**config.mk**
```make
export PLATFORM = sky130hd
export DESIGN_NAME = input_debouncer
export DESIGN_NICKNAME = d
export VERILOG_FILES = /design/src/rtl/debounce_pkg.sv /design/src/rtl/sync_2ff.sv /design/src/rtl/input_debouncer.sv
export SDC_FILE = /design/constraint.sdc
export NUM_CORES = 1
export LEC_CHECK = 0
export BUFFER_PORTS_ARGS = -buffer_cell sky130_fd_sc_hd__buf_2
export CORE_AREA = 4 4 41 43
export DETAILED_ROUTE_END_ITERATION = 12
export DIE_AREA = 0 0 45 47
export GPL_TIMING_DRIVEN = 1
export PLACE_DENSITY = 0.43
export SYNTH_ARGS = -nofsm -noshare
export SYNTH_HDL_FRONTEND = slang
export SYNTH_SLANG_ARGS = --single-unit
export TNS_END_PERCENT = 20
```
**constraint.sdc**
```tcl
create_clock -name clk -period 1.28 [get_ports clk]
set_input_delay 0.128 -clock clk [delete_from_list [all_inputs] [get_ports clk]]
set_output_delay 0.128 -clock clk [all_outputs]
set_load 0.1 [all_outputs]
```
**src/rtl/debounce_pkg.sv**
```systemverilog
// -----------------------------------------------------------------------------
// debounce_pkg
// Shared types and constants for the input debouncer.
//   db_state_t : debouncer FSM states
//   GLITCH_W   : width of the optional aborted-pend counter
// -----------------------------------------------------------------------------
package debounce_pkg;

  typedef enum logic [1:0] {
    STABLE_LO = 2'd0,
    PEND_HI   = 2'd1,
    STABLE_HI = 2'd2,
    PEND_LO   = 2'd3
  } db_state_t;

  localparam int GLITCH_W = 8;

endpackage

```
**src/rtl/sync_2ff.sv**
```systemverilog
// -----------------------------------------------------------------------------
// sync_2ff
// Two-flop synchronizer for a single asynchronous level. Both flops clear to 0
// on a synchronous, active-high reset.
//   clk   in  1  rising-edge clock
//   reset in  1  synchronous active-high reset
//   d_i   in  1  asynchronous input
//   q_o   out 1  synchronized level (two clocks of latency)
// -----------------------------------------------------------------------------
module sync_2ff (
  input  logic clk,
  input  logic reset,
  input  logic d_i,
  output logic q_o
);

  logic r_s1;
  logic r_s2;

  always_ff @(posedge clk) begin
    if (reset) begin
      r_s1 <= 1'b0;
      r_s2 <= 1'b0;
    end else begin
      r_s1 <= d_i;
      r_s2 <= r_s1;
    end
  end

  assign q_o = r_s2;

endmodule

```
**src/rtl/input_debouncer.sv**
```systemverilog
// -----------------------------------------------------------------------------
// input_debouncer
// Conditions a raw bouncy level (button/switch): two-flop synchronizer, then an
// FSM that accepts a new level only after STABLE_CYCLES consecutive agreeing
// synchronized samples. All outputs are registered.
//
// Optional build macro: DEBOUNCE_GLITCH_CNT_EN adds glitch_cnt_o, a saturating
// count of pending changes that were aborted by a bounce.
//
// Ports
//   clk          in  1  rising-edge clock
//   reset        in  1  synchronous active-high reset
//   d_i          in  1  raw asynchronous level
//   level_o      out 1  debounced level
//   rise_o       out 1  one-cycle pulse in the first cycle level_o reads 1
//   fall_o       out 1  one-cycle pulse in the first cycle level_o reads 0
//   glitch_cnt_o out 8  aborted-pend count (DEBOUNCE_GLITCH_CNT_EN only)
//
// state     | meaning
// STABLE_LO | accepted level 0, waiting for a 1 sample
// PEND_HI   | counting consecutive 1 samples toward accepting 1
// STABLE_HI | accepted level 1, waiting for a 0 sample
// PEND_LO   | counting consecutive 0 samples toward accepting 0
// -----------------------------------------------------------------------------
module input_debouncer
  import debounce_pkg::*;
#(
  parameter int STABLE_CYCLES = 4
) (
  input  logic                clk,
  input  logic                reset,
  input  logic                d_i,
  output logic                level_o,
  output logic                rise_o,
  output logic                fall_o
`ifdef DEBOUNCE_GLITCH_CNT_EN
  ,
  output logic [GLITCH_W-1:0] glitch_cnt_o
`endif
);

  localparam int CNT_W = $clog2(STABLE_CYCLES);
  localparam logic [CNT_W-1:0] CNT_ONE  = CNT_W'(1);
  localparam logic [CNT_W-1:0] CNT_LAST = CNT_W'(STABLE_CYCLES - 1);

  if (STABLE_CYCLES < 2) begin : g_bad_stable_cycles
    $error("input_debouncer: STABLE_CYCLES must be >= 2");
  end

  logic             w_s;
  db_state_t        r_state;
  db_state_t        w_state_nxt;
  logic [CNT_W-1:0] r_cnt;
  logic [CNT_W-1:0] w_cnt_nxt;
  logic             r_level;
  logic             w_level_nxt;
  logic             r_rise;
  logic             w_rise_nxt;
  logic             r_fall;
  logic             w_fall_nxt;
  logic             w_abort;

  sync_2ff u_sync (
    .clk   (clk),
    .reset (reset),
    .d_i   (d_i),
    .q_o   (w_s)
  );

  // r_cnt holds the number of agreeing samples already taken in a pending
  // state, so the sample that matches at CNT_LAST is the STABLE_CYCLES-th one.
  always_comb begin
    w_state_nxt = r_state;
    w_cnt_nxt   = r_cnt;
    w_level_nxt = r_level;
    w_rise_nxt  = 1'b0;
    w_fall_nxt  = 1'b0;
    w_abort     = 1'b0;
    case (r_state)
      STABLE_LO: begin
        if (w_s) begin
          w_state_nxt = PEND_HI;
          w_cnt_nxt   = CNT_ONE;
        end
      end
      PEND_HI: begin
        if (!w_s) begin
          w_state_nxt = STABLE_LO;
          w_cnt_nxt   = '0;
          w_abort     = 1'b1;
        end else if (r_cnt == CNT_LAST) begin
          w_state_nxt = STABLE_HI;
          w_cnt_nxt   = '0;
          w_level_nxt = 1'b1;
          w_rise_nxt  = 1'b1;
        end else begin
          w_cnt_nxt = r_cnt + CNT_ONE;
        end
      end
      STABLE_HI: begin
        if (!w_s) begin
          w_state_nxt = PEND_LO;
          w_cnt_nxt   = CNT_ONE;
        end
      end
      PEND_LO: begin
        if (w_s) begin
          w_state_nxt = STABLE_HI;
          w_cnt_nxt   = '0;
          w_abort     = 1'b1;
        end else if (r_cnt == CNT_LAST) begin
          w_state_nxt = STABLE_LO;
          w_cnt_nxt   = '0;
          w_level_nxt = 1'b0;
          w_fall_nxt  = 1'b1;
        end else begin
          w_cnt_nxt = r_cnt + CNT_ONE;
        end
      end
      default: begin
        w_state_nxt = STABLE_LO;
        w_cnt_nxt   = '0;
        w_level_nxt = 1'b0;
      end
    endcase
  end

`ifdef DEBOUNCE_GLITCH_CNT_EN
  logic [GLITCH_W-1:0] r_glitch_cnt;
`endif

  always_ff @(posedge clk) begin
    if (reset) begin
      r_state <= STABLE_LO;
      r_cnt   <= '0;
      r_level <= 1'b0;
      r_rise  <= 1'b0;
      r_fall  <= 1'b0;
`ifdef DEBOUNCE_GLITCH_CNT_EN
      r_glitch_cnt <= '0;
`endif
    end else begin
      r_state <= w_state_nxt;
      r_cnt   <= w_cnt_nxt;
      r_level <= w_level_nxt;
      r_rise  <= w_rise_nxt;
      r_fall  <= w_fall_nxt;
`ifdef DEBOUNCE_GLITCH_CNT_EN
      // saturate rather than wrap so a noisy line never reads as quiet
      if (w_abort && (r_glitch_cnt != '1)) begin
        r_glitch_cnt <= r_glitch_cnt + GLITCH_W'(1);
      end
`endif
    end
  end

  assign level_o = r_level;
  assign rise_o  = r_rise;
  assign fall_o  = r_fall;
`ifdef DEBOUNCE_GLITCH_CNT_EN
  assign glitch_cnt_o = r_glitch_cnt;
`else
  logic w_abort_unused;
  assign w_abort_unused = w_abort;
`endif

endmodule

```
==> metrics.cfg, run 1 <==
[critical_path]
worstPathCellList=xor2_1, or3b_1, a21oi_2
critPathSlowestCell=or3b_1
cp_max_fo=5
start_kind=register
max_stage_delay_ns=0.41
cp-end-kind=register
required_ns=1.48
cp_data_arrival_time_ns=1.34
critical_path_class=reg2reg

[layout]
layout.cells.non_filler=57
diodes=0
areaGrowthSynthToFinish_pct=21.3
nNetsFinal=48
num-fill-cells=146
drive_gt1_share_pct=26.2
fin_area_um2=407

[global_route]
grt_pass1_wl_um=821
grt_max_degree=9
antenna_found_initial=0
gr-total-overflow=0
grt_pass1_vias=217
grt.total_usage_pct=6.03

[sta]
slew_violations=0
slew_headroom_pct=67.8
skew_ns=0.000445
timing_hold_violations_final=0
rsz0062_at_grt=false
tightest_slew_ns=0.487
setup_tns_ns=0
fmax_ghz=0.872
min_period_ns=1.15
hold-worst-slack_ns=0.0743
finalCritPeriodShare_pct=89.6
setup_viol=0

[hold_path]
worstHoldPathType=in2reg

[flow_run]
maxCapViolCount=0

[floorplan]
design.portCount=6
core_area_mm2=0.00130
initial_core_util_pct=25.8
die_x_um=45
fp.dieArea_mm2=0.00212
die_h_um=47
core.rowCount=13

[clock_tree]
cts_max_path_buffers=2
cts.repair.resized=0
clk_pin_slew_ns=0.06
cts.sinks=9
cts_root_buf=clkbuf_4
post_cts_buffers=0
hold_buffers=0
cts_buffers=3
cts_tree=done
htreeDepth=1
insertion_delay_ns=0.26

[pwr]
peakVddDrop_mv=0.469
powerDensity_mw_per_mm2=1370
p_leak_uw=0.000170

[placement]
place_area_um2=380
numPortBuffers=5
place.gp.congestion=0.703
dp_cells=53

[detailed_routing]
viasPerCell=4.37
wl_per_cell_um=9.28
route.detailed.drc=0
drt_iter0_drc=0
ant_nets=0
firstDrtPassIters=1
wirelength_um=529
vias=249

[run_status]
outcome=completed

[yosys]
ys_seq_elements=9
yosys_warnings=0
synth-seq-area-share_pct=53.7
synth_area_um2=335
synthesis.nets=38
syn_avg_cell_area_um2=10.2
synth.distinct_cells=17
syn_inst=33

==> where the power goes <==
group | internal (uW) | leakage [uW] | switching (uW)
sequential | 289 | 0.0000737 | 6.53
combinational | 12.9 | 0.0000818 | 32.7
clock | 120 | 0.0000150 | 96.9
==> synthesized netlist by cell type <==
cell type	number	share of area [%]
inv_1	1	1.1
nand2_1	3	3.4
nor2_1	2	2.2
or3b_1	1	2.6
nor3b_1	2	4.5
dfxtp_1	9	54
ha_1	2	7.5
xor2_1	1	2.6
nand3b_1	1	2.2
a21oi_1	2	3.0
a21o_2	1	2.6
o21ai_0	1	1.5
nor3_1	1	1.5
o21a_1	1	2.2
nor2b_1	2	3.7
nand3_1	2	3.0
a21oi_2	1	2.6
==> path summary, 6_finish.rpt <==
path,end,depth (start not counted),from,slack [ns]
min,u_sync.r_s1,2,d_i,0.07
min reg2reg,u_sync.q_o,1,u_sync.r_s1,0.44
max,r_cnt[1],3,register,0.13
max reg2reg,r_cnt[1],3,register,0.13
==> through the flow <==
stage	utilization [%]	total power (uW)	setup slack [ns]
after floorplan	-	336	0.183
after global placement	29.2	348	0.189
after detailed placement	29.2	348	0.163
after CTS	31.3	574	0.123
after global routing	31.3	601	0.0888
final	31.3	558	0.133
==> placed cells by master (no fill, tap or decap), types with 2 or more instances in the layout <==
cell	Yosys	routed
nand2_1	3	3
nor2_1	2	2
ha_1	2	2
nand3_1	2	2
dfxtp_1	9	8
nor2b_1	2	2
buf_2	0	5
clkbuf_4	0	3
nor3b_1	2	2
a21oi_1	2	2
==> area by class of cell <==
class	instances	area, um^2	area share (%)
Tap cell	15	18.8	4.62
Inverter	1	3.75	0.923
Sequential cell	9	181	44.6
Multi-Input combinational cell	23	151	37.2
Timing Repair Buffer	5	25.0	6.15
Clock buffer	4	26.3	6.46
==> cell families after synthesis <==
group           share of synthesized area (%)
buf+inv                                  1.12
simple gates                             23.1
compound gates                           11.9
xor+xnor                                 2.61
flops                                    53.7
fa+ha+maj                                7.46
==> critical path, delay by kind of cell (launching register included) <==
family           cells  cell delay (ns)
AO/OA/AOI/OAI        1             0.12
flip-flops           1             0.35
XOR/XNOR             1             0.20
AND/OR/NAND/NOR      1             0.41
==> per-layer routing <==
| layer | routed length [um] | track usage [%] |
|---|---|---|
| met3 | 55 | 2.68 |
| met1 | 245 | 6.68 |
| met4 | 22 | 8.77 |
| met5 | 0 | 0 |
| met2 | 206 | 7.06 |
Note: power is estimated with default switching activity, not from simulation.
==> run 2: changes to the inputs <==
- CAP_MARGIN: not set -> 20
- PLACE_DENSITY: 0.43 -> 0.45
- clock period: 1.28 -> 1 ns (I/O delays scaled with it)
==> metrics.cfg, run 2 (same netlist as run 1, synthesis figures left out) <==
[clock_tree]
cts_root_buf=clkbuf_4
htreeDepth=1  ; unchanged
cts.sinks=9  ; unchanged
hold_buffers=0  ; unchanged
insertion_delay_ns=0.26  ; about the same
cts_max_path_buffers=2  ; unchanged
cts_tree=done
post_cts_buffers=0  ; unchanged
clk_pin_slew_ns=0.06  ; about the same
cts_buffers=3  ; unchanged

[floorplan]
die_x_um=45  ; unchanged
design.portCount=6  ; unchanged
fp.dieArea_mm2=0.00212  ; unchanged
core.rowCount=13  ; unchanged
die_h_um=47  ; unchanged
core_area_mm2=0.00130  ; unchanged
initial_core_util_pct=25.8  ; unchanged

[global_route]
grt.total_usage_pct=6.03  ; about the same
gr-total-overflow=0  ; unchanged
antenna_found_initial=0  ; unchanged
grt_pass1_vias=235  ; +8.3%
grt_max_degree=9  ; unchanged
grt_pass1_wl_um=834  ; +1.6%

[layout]
diodes=0  ; unchanged
seq_area_um2=189  ; +4.1%
multi_input_area_um2=176  ; +17%
final_cell_mix=buf_4 (5), dfxtp_2 (4), dfxtp_1 (4)
fin_area_um2=522  ; +28%
layout.cells.non_filler=62  ; +8.8%
areaGrowthSynthToFinish_pct=55.6
nNetsFinal=53  ; +10%
drive_gt1_share_pct=48.9  ; +23 points
num-fill-cells=135  ; -7.5%
final_common_cell=buf_4

[critical_path]
start_kind=register
cp_max_fo=2  ; -3
cp_data_arrival_time_ns=1.25  ; -0.09 ns
required_ns=1.19  ; -0.29 ns
critical_path_class=reg2reg
cp-end-kind=register

[sta]
fmax_ghz=0.943  ; +8.1%
slew_headroom_pct=87.1  ; +19 points
tightest_slew_ns=0.193  ; -0.293 ns
rsz0062_at_grt=true
setup_tns_ns=-0.0605  ; -0.0605 ns
setup_viol=1  ; +1
skew_ns=0.00258  ; +0.00213 ns
min_period_ns=1.06  ; -0.0861 ns
timing_hold_violations_final=0  ; unchanged
finalCritPeriodShare_pct=106  ; +16 points
layout_setup_ws_ns=-0.0605  ; -0.194 ns
slew_violations=0  ; unchanged

[run_status]
violations=setup timing
outcome=finished with violations

[detailed_routing]
wirelength_um=582  ; +10%
wl_per_cell_um=9.39  ; +1.1%
viasPerCell=4.40  ; +0.80%
route.detailed.drc=0  ; unchanged
vias=273  ; +9.6%
drt_iter0_drc=6  ; +6
ant_nets=0  ; unchanged
firstDrtPassIters=4  ; +3

[hold_path]
worstHoldPathType=in2reg

[pwr]
power_switching_share_pct=24.3  ; -0.095 points
p_leak_uw=0.000203  ; +19%
power_frac_comb_pct=10.9  ; +2.7 points
powerDensity_mw_per_mm2=1420  ; +3.2%
p_int_uw=560  ; +33%
clkPwrFrac_pct=37.5  ; -1.3 points
p_switching_uw=179  ; +32%
p_seq_share_pct=51.6  ; -1.4 points
peakVddDrop_mv=0.588  ; +25%
power_uw=739  ; +32%

[placement]
place.gp.congestion=0.762  ; +8.4%
place_area_um2=465  ; +22%
dpl_worst_slack_ns=-0.0596  ; -0.223 ns
numPortBuffers=5  ; unchanged
hpwl_um=434
dp_cells=58  ; +9.4%

[flow_run]
maxCapViolCount=0  ; unchanged

-- run 2: worst max-delay path: stages (launching register included) --
cell and delay [ns]:
dfxtp_2 0.33, xor2_2 0.18, or3b_1 0.36, a21oi_2 0.11
-- run 2: final cells by class --
class | instances | share of cell area (%)
repair buffers | 10 | 20.6
inverters | 1 | 0.719
multi-input cells | 23 | 33.8
clock buffers | 4 | 5.04
flip-flops and latches | 9 | 36.2
well taps | 15 | 3.60
-- run 2: timing repair --
item	4_1_cts	5_1_grt
gates cloned	0	0
endpoints found under the hold margin	0	0
gates resized for setup	2	6
setup endpoints to repair	2	5
pin swaps	1	0
-- run 2: through the flow --
stage,util (%),hold slack (ns)
after floorplan,-,0.159
after global placement,35.8,0.317
after detailed placement,35.8,0.317
after CTS,38.0,0.0447
after global routing,40.1,0.0744
final,40.1,0.0442
-- run 2: path summary, 6_finish.rpt --
kind / from / to / slack, ns / depth (start not counted)
worst min register to register: u_sync.r_s1 / u_sync.q_o / 0.44 / 1
worst min-delay path: d_i / u_sync.r_s1 / 0.04 / 2
worst max register to register: register / r_cnt[1] / -0.06 / 3
worst max-delay path: register / r_cnt[1] / -0.06 / 3
-- run 2: metal layers --
metal  part of all wire [%]  vias up  track usage (%)
li1                       -      138                -
met1                     42      122             5.29
met2                     47       11             9.89
met3                    8.8        2             2.30
met4                    2.6        0             7.02
met5                      0        -                0
-- run 2: power groups by stage --
stage	registers [uW]	clock network, uW	logic, uW
2_1_floorplan	412	0	17.2
3_3_place_gp	387	0	78.2
3_5_place_dp	387	0	79.4
4_1_cts	379	289	79.5
5_1_grt	383	304	86.3
6_report	381	278	80.4
